## config.mk

```make
export PLATFORM = sky130hd
export DESIGN_NAME = parking_sensor_decoder
export DESIGN_NICKNAME = d
export VERILOG_FILES = /design/src/rtl/parking_sensor_decoder.sv
export SDC_FILE = /design/constraint.sdc
export NUM_CORES = 1
export LEC_CHECK = 0
export ABC_AREA = 1
export CORE_AREA = 10 10 68 76
export DETAILED_ROUTE_END_ITERATION = 16
export DIE_AREA = 0 0 78 86
export HOLD_SLACK_MARGIN = 0.03
export PLACE_DENSITY_LB_ADDON = 0.12
export SKIP_LAST_GASP = 1
export SYNTH_ARGS = -nofsm -noshare
export SYNTH_HDL_FRONTEND = slang
export SYNTH_SLANG_ARGS = --single-unit
```

## constraint.sdc

```tcl
create_clock -name clk -period 1.6 [get_ports clk]
set_input_delay 0.48 -clock clk [delete_from_list [all_inputs] [get_ports clk]]
set_output_delay 0.48 -clock clk [all_outputs]
set_load 0.05 [all_outputs]
```

## src/rtl/parking_sensor_decoder.sv

```systemverilog
// Parking-gate two-beam passage decoder.
// Synchronizes and debounces two active-low beam sensors, then tracks the
// order in which the beams are blocked and cleared. The outer beam is A and
// the inner beam is B. It reports complete entries, complete exits and
// illegal sequences as single-cycle pulses.
//
// Ports:
//   clk        system clock, all state changes on the rising edge
//   reset      asynchronous active-low reset
//   sensor_a   raw outer-beam sensor, active-low (0 = blocked), async to clk
//   sensor_b   raw inner-beam sensor, active-low (0 = blocked), async to clk
//   a_blocked  debounced beam A state (1 = blocked)
//   b_blocked  debounced beam B state (1 = blocked)
//   car_enter  one-cycle pulse per completed A->B passage
//   car_exit   one-cycle pulse per completed B->A passage
//   seq_error  one-cycle pulse on an illegal beam sequence
module parking_sensor_decoder #(
  parameter int unsigned DEBOUNCE_CYCLES = 4
) (
  input  logic clk,
  input  logic reset,
  input  logic sensor_a,
  input  logic sensor_b,
  output logic a_blocked,
  output logic b_blocked,
  output logic car_enter,
  output logic car_exit,
  output logic seq_error
);

  localparam int unsigned CNT_W  = 8;
  localparam int unsigned NUM_SN = 2;
  localparam logic [CNT_W-1:0] CNT_LAST = CNT_W'(DEBOUNCE_CYCLES - 1);

  typedef enum logic [2:0] {
    IDLE,
    ENT_A,
    ENT_AB,
    ENT_B,
    EXT_B,
    EXT_AB,
    EXT_A,
    WAIT_CLR
  } state_t;

  // Index 0 is sensor A, index 1 is sensor B.
  logic [NUM_SN-1:0] sync1;
  logic [NUM_SN-1:0] sync2;
  logic [NUM_SN-1:0] deb;
  logic [CNT_W-1:0]  cnt [NUM_SN];

  state_t state;
  state_t state_nxt;
  logic   enter_nxt;
  logic   exit_nxt;
  logic   error_nxt;
  logic [1:0] ab;

  // Two-flop synchronizer. Flops reset to the idle (unblocked) raw level.
  always_ff @(posedge clk or negedge reset) begin
    if (!reset) begin
      sync1 <= '1;
      sync2 <= '1;
    end else begin
      sync1 <= {sensor_b, sensor_a};
      sync2 <= sync1;
    end
  end

  // Debounce: count consecutive cycles where the synchronized level disagrees
  // with the debounced level, and flip once the count would reach the limit.
  always_ff @(posedge clk or negedge reset) begin
    if (!reset) begin
      deb <= '0;
      for (int i = 0; i < NUM_SN; i++) begin
        cnt[i] <= '0;
      end
    end else begin
      for (int i = 0; i < NUM_SN; i++) begin
        if (!sync2[i] != deb[i]) begin
          if (cnt[i] == CNT_LAST) begin
            deb[i] <= ~deb[i];
            cnt[i] <= '0;
          end else begin
            cnt[i] <= cnt[i] + CNT_W'(1);
          end
        end else begin
          cnt[i] <= '0;
        end
      end
    end
  end

  assign a_blocked = deb[0];
  assign b_blocked = deb[1];
  assign ab        = {deb[0], deb[1]};

  // Decode state register and registered event pulses.
  always_ff @(posedge clk or negedge reset) begin
    if (!reset) begin
      state     <= IDLE;
      car_enter <= 1'b0;
      car_exit  <= 1'b0;
      seq_error <= 1'b0;
    end else begin
      state     <= state_nxt;
      car_enter <= enter_nxt;
      car_exit  <= exit_nxt;
      seq_error <= error_nxt;
    end
  end

  // Next-state decode on the debounced pair {a, b}. Simultaneous changes of
  // both beams are judged as the combined pair only.
  always_comb begin
    state_nxt = state;
    enter_nxt = 1'b0;
    exit_nxt  = 1'b0;
    error_nxt = 1'b0;
    unique case (state)
      IDLE: begin
        case (ab)
          2'b10:   state_nxt = ENT_A;
          2'b01:   state_nxt = EXT_B;
          2'b11:   begin state_nxt = WAIT_CLR; error_nxt = 1'b1; end
          default: state_nxt = IDLE;
        endcase
      end
      ENT_A: begin
        case (ab)
          2'b11:   state_nxt = ENT_AB;
          2'b00:   state_nxt = IDLE;
          2'b01:   begin state_nxt = WAIT_CLR; error_nxt = 1'b1; end
          default: state_nxt = ENT_A;
        endcase
      end
      ENT_AB: begin
        case (ab)
          2'b01:   state_nxt = ENT_B;
          2'b10:   state_nxt = ENT_A;
          2'b00:   begin state_nxt = IDLE; error_nxt = 1'b1; end
          default: state_nxt = ENT_AB;
        endcase
      end
      ENT_B: begin
        case (ab)
          2'b00:   begin state_nxt = IDLE; enter_nxt = 1'b1; end
          2'b11:   state_nxt = ENT_AB;
          2'b10:   begin state_nxt = WAIT_CLR; error_nxt = 1'b1; end
          default: state_nxt = ENT_B;
        endcase
      end
      EXT_B: begin
        case (ab)
          2'b11:   state_nxt = EXT_AB;
          2'b00:   state_nxt = IDLE;
          2'b10:   begin state_nxt = WAIT_CLR; error_nxt = 1'b1; end
          default: state_nxt = EXT_B;
        endcase
      end
      EXT_AB: begin
        case (ab)
          2'b10:   state_nxt = EXT_A;
          2'b01:   state_nxt = EXT_B;
          2'b00:   begin state_nxt = IDLE; error_nxt = 1'b1; end
          default: state_nxt = EXT_AB;
        endcase
      end
      EXT_A: begin
        case (ab)
          2'b00:   begin state_nxt = IDLE; exit_nxt = 1'b1; end
          2'b11:   state_nxt = EXT_AB;
          2'b01:   begin state_nxt = WAIT_CLR; error_nxt = 1'b1; end
          default: state_nxt = EXT_A;
        endcase
      end
      WAIT_CLR: begin
        if (ab == 2'b00) begin
          state_nxt = IDLE;
        end
      end
      default: state_nxt = IDLE;
    endcase
  end

endmodule

```

### Word-level counts from Yosys, hierarchy flattened

Cells that the tools add are included.

| cells by class | value |
|---|---|
| $add $sub $neg | 2 |
| eq/ne operators | 15 |
| muxes and demuxes | 20 |
| bitwise gates (word level) | 2 |
| reductions and logical operators | 9 |

Operator list:

| kind | count |
|---|---|
| $pmux W3 S3 | 6 |
| $mux W8 | 4 |
| $pmux W3 S8 | 1 |
| $add A8 B1 Y8 const B | 2 |
| $eq A8 B2 Y1 const B | 2 |
| $eq A3 B3 Y1 const B | 4 |
| $eq A3 B2 Y1 const B | 2 |
| $mux W1 | 6 |
| $pmux W2 S3 | 1 |
| $reduce_or A2 Y1 | 3 |
| $eq A2 B2 Y1 const B | 2 |
| $pmux W1 S4 | 1 |
| $reduce_and A2 Y1 | 2 |
| $eq A3 B1 Y1 const B | 1 |
| $logic_not A3 Y1 | 1 |
| $mux W3 | 1 |
| $eq A2 B1 Y1 const B | 1 |
| $logic_not A1 Y1 | 2 |
| $logic_not A2 Y1 | 1 |
| $ne A1 B1 Y1 | 2 |
| $ne A2 B2 Y1 const B | 1 |
| $not A1 Y1 | 2 |

| storage, ports and cells | value |
|---|---|
| bits in registers | 28 |
| input bits | 4 |
| output and inout port bits | 5 |
| logic and storage cells | 58 |

### Longest topological paths before layout

| depth | value |
|---|---|
| word-level depth | 3 |
| mapped depth | 8 |
| gate-level depth less buffers | 8 |

### Worst setup path before layout

Ideal clock, no wire load.

| timing path | value |
|---|---|
| path kind | register to register |
| start point | register deb[0] |
| end point | register state[1] |
| library setup time | 0.127 ns |
| arrival | 1.540 ns |
| required time | 1.473 ns |
| slack | -0.067 ns |
| cell stages (with the launch flop) | 9 |
| path buffers | 0 |
| period minus slack after synthesis | 1.667 ns |
| cell sequence | dfrtp_1 inv_1 ha_1 nor2_1 inv_1 nand2_1 nand2_1 nand2_1 nand3b_1 |

| on the way | value |
|---|---|
| longest elaborated chain between the ends | 3 |
| elaborated cells between the ends (all ways) | 13 |
| those cells by class | 4 x eq/ne; 8 x mux; 1 x reduce/logical |

RTL lines:

| item | line | RTL |
|---|---|---|
| start, declared | 49 | `logic [NUM_SN-1:0] deb;` |
| start signal, assigned by index | 82 | `deb[i] <= ~deb[i];` |
| $eq A2 B1 Y1 (tied with other cells) | -- |  |
| $pmux W3 S3 (tied with other cells) | 170 | `case (ab)` |
| $pmux W3 S8 | 120 | `unique case (state)` |
| end signal, assigned | 106 | `state <= state_nxt;` |
| end, declared | 52 | `state_t state;` |

Parallel ways exist; a longest one is shown, timed or not.
A chain may end at the register's enable or synchronous reset.

### Final worst setup path

| timing path | value |
|---|---|
| start point | register deb[1] |
| end point | output port b_blocked |

RTL lines:

| item | line | RTL |
|---|---|---|
| end, declared | 25 | `output logic b_blocked,` |

No word-level cell between the ends.

==> summary.txt <==
Global routing
  • Pin count of the biggest net entering global routing: 29
  • First-pass GRT wire length: 5010 µm
  • Gr usage total: 0.0890
  • Met1 usage: 0.101
  • M3 GR Usage: 0.0219
  • Routing usage on met2: 0.158
  • Global route overflow: 0
  • Initial antenna violation count: 0
  • Vias in the first global route: 1163
  • Most Crowded Layer GR: met2

Setup path
  • Crit end category: output pin
  • Crit-path cells: buf_12
  • Crit Path Class: register to output pin
  • CP Data Required Time: about 1.1 ns
  • CP bufs+invs: 1
  • Critical R2R Launch: deb[1]
  • Critical Path Source: deb[1]
  • Critical Path Fanout Max: 8
  • Crit path launch type: register
  • Worst r2r path cells: 8
  • Crit-path slowest cell: dfrtp_1
  • Max incr delay on CP: 0.56 ns
  • Worst path arrival time: just over 1 ns
  • R2R Setup Slk: 0.15 ns
  • Crit-path leading delay family: flip-flops
  • Number of cells on the critical path: 1

Worst hold path
  • Hold crit path type: register to register
  • Hold Path Depth: 0
  • Hold Path Origin: sync1[0]

Floorplan
  • Core area: 0.00360 mm²
  • I/O pins: 9
  • Core Rows: 23
  • Initial Util: 0.427
  • Die X-Extent: around 78 µm
  • Chip Height: 86 µm
  • Die area: 0.00671 mm²

Timing
  • Tmin final: 1.50 ns
  • Actual slew at the worst max-slew pin: approximately 0.37 ns
  • Slew margin rel.: 0.751
  • Min Hold Slack: around 0.36 ns
  • Clk_skew: 0.00245 ns
  • Final Cycle Share: 0.940
  • Final Max Slew Viols: 0
  • RSZ-0062 raised after global routing: no
  • Final hold vios: 0
  • # setup viols final: 0
  • FMAX: 665 MHz
  • Final setup TNS: 0 ns

Synthesis
  • Cells after synthesis: approximately 190
  • Distinct cells, synth: 22
  • Net count after synthesis: 203
  • Seq/Total Area, Yosys: 0.459
  • Ys Warns: 0
  • Synthesized cell area: about 0.0015 mm²
  • Number of synthesized register bits: 28
  • Synthesized area per cell: 8.13 µm²

Clock tree
  • Clk_lat worst skew: 0.28 ns
  • Clock tree buffer depth: 2
  • TritonCTS clock tree: done
  • Num CTS Buffers: 3
  • Clock sink count: 28
  • CTS root buf: clkbuf_8
  • Post-CTS Hold Buffers: 0
  • Worst-path clk slew: around 0.1 ns
  • Post-cts sizing count: 0
  • H-tree levels: 1
  • Setup bufs post-CTS: 0

Placed design
  • Port bufs: 8
  • DP Wirelength: 2160 µm
  • Post-Place Cell Area: 0.00172 mm²
  • GPL Wtd Cong: just under 0.9

Layout
  • Final instance area: roughly 0.0018 mm²
  • Most frequent cells in the layout: nand2_1, nor2_1, inv_1, dfrtp_1, nand3_1
  • Number of fill cells: between 300 and 400
  • Diode count: 0
  • Leading cell type in the layout, fill and taps excluded: nand2_1
  • Layout Nets: around 210
  • Area Growth Syn to Fin: 16.6%
  • Share of cells above drive strength 1: 0.106
  • Utilization after layout: 0.498

Power
  • Pwr Density: roughly 1500 mW/mm²
  • Leak: roughly 0.00087 µW
  • Maximum VDD drop: slightly below 0.7 mV

Route
  • Avg WL per Cell: around 11 µm
  • Vias per cell: 4.83
  • Post-route DRC: 0
  • Routed WL: ~2800 µm
  • Drt first-iter violations: between 100 and 150
  • 1st-pass router iterations: 4
  • DR vias: 1203
  • Post-route ant nets: 0

Outcome
  • Status: finished, final reports clean

Job
  • Maxcap violations: 0
routing by layer:
layer,up-vias,wire (µm)
li1,614,-
met1,559,1240
met2,25,1360
met3,5,130
met4,0,38
met5,-,0
registers in the layout, summed over array words and instances, names as in the netlist:
signal,count
car_exit,1
cnt,16
sync2,2
deb,2
car_enter,1
seq_error,1
state,3
sync1,2
cells in the mapped netlist:
master,number,area share
dfstp_2,4,0.068
xor2_1,2,0.011
nor2_1,31,0.076
a31oi_1,1,0.0041
nand2_1,41,0.10
inv_1,25,0.061
ha_1,10,0.081
nor2_2,4,0.016
nand4_1,8,0.033
o21bai_1,2,0.0098
o211ai_1,1,0.0049
dfrtp_1,24,0.39
nor3_1,1,0.0033
inv_2,1,0.0024
nor2_4,1,0.0073
nand3_1,17,0.055
o21ai_0,4,0.013
buf_4,1,0.0049
nand3b_1,2,0.0098
buf_6,2,0.015
xnor2_1,4,0.023
a21oi_1,3,0.0098
cells by family (layout without fill, tap and decap cells):
group / after synthesis / after routing / share of synthesized area
fa+ha+maj: 10 / 10 / 0.0814
xor+xnor: 6 / 6 / 0.0342
compound gates: 11 / 11 / 0.0415
buf+inv: 29 / 39 / 0.0831
flops: 28 / 28 / 0.459
simple gates: 105 / 105 / 0.300
layout make-up:
| type | count | area (µm²) | share of cell area |
|---|---|---|---|
| Tap cell | 50 | 62.6 | 0.0349 |
| Clock buffer | 3 | 41.3 | 0.0230 |
| Multi-Input combinational cell | 132 | 703 | 0.392 |
| Timing Repair Buffer | 9 | 150 | 0.0838 |
| Inverter | 26 | 97.6 | 0.0545 |
| Sequential cell | 28 | 707 | 0.395 |
| Clock inverter | 1 | 30.0 | 0.0168 |
path summary, 6_finish.rpt:
check	to
max reg2reg	state[0]
min reg2reg	sync2[0]
max in group asynchronous	sync2[1]
min in group asynchronous	cnt[13]
max	b_blocked
min	sync2[0]
power breakdown:
group          internal (µW)  switching (µW)  total (µW)
logic                    440             649        1090
registers                847             234        1080
clock network            335             224         559
metrics by stage:
step | setup WS (ns) | cells | power [µW]
2_1_floorplan | 0.0158 | 189 | 1850
3_3_place_gp | 0.227 | 245 | 2170
3_5_place_dp | 0.152 | 245 | 2190
4_1_cts | 0.0919 | 249 | 2760
5_1_grt | 0.0186 | 249 | 2950
6_report | 0.0962 | 249 | 2730
No activity file was read; power rests on OpenSTA's default activity.
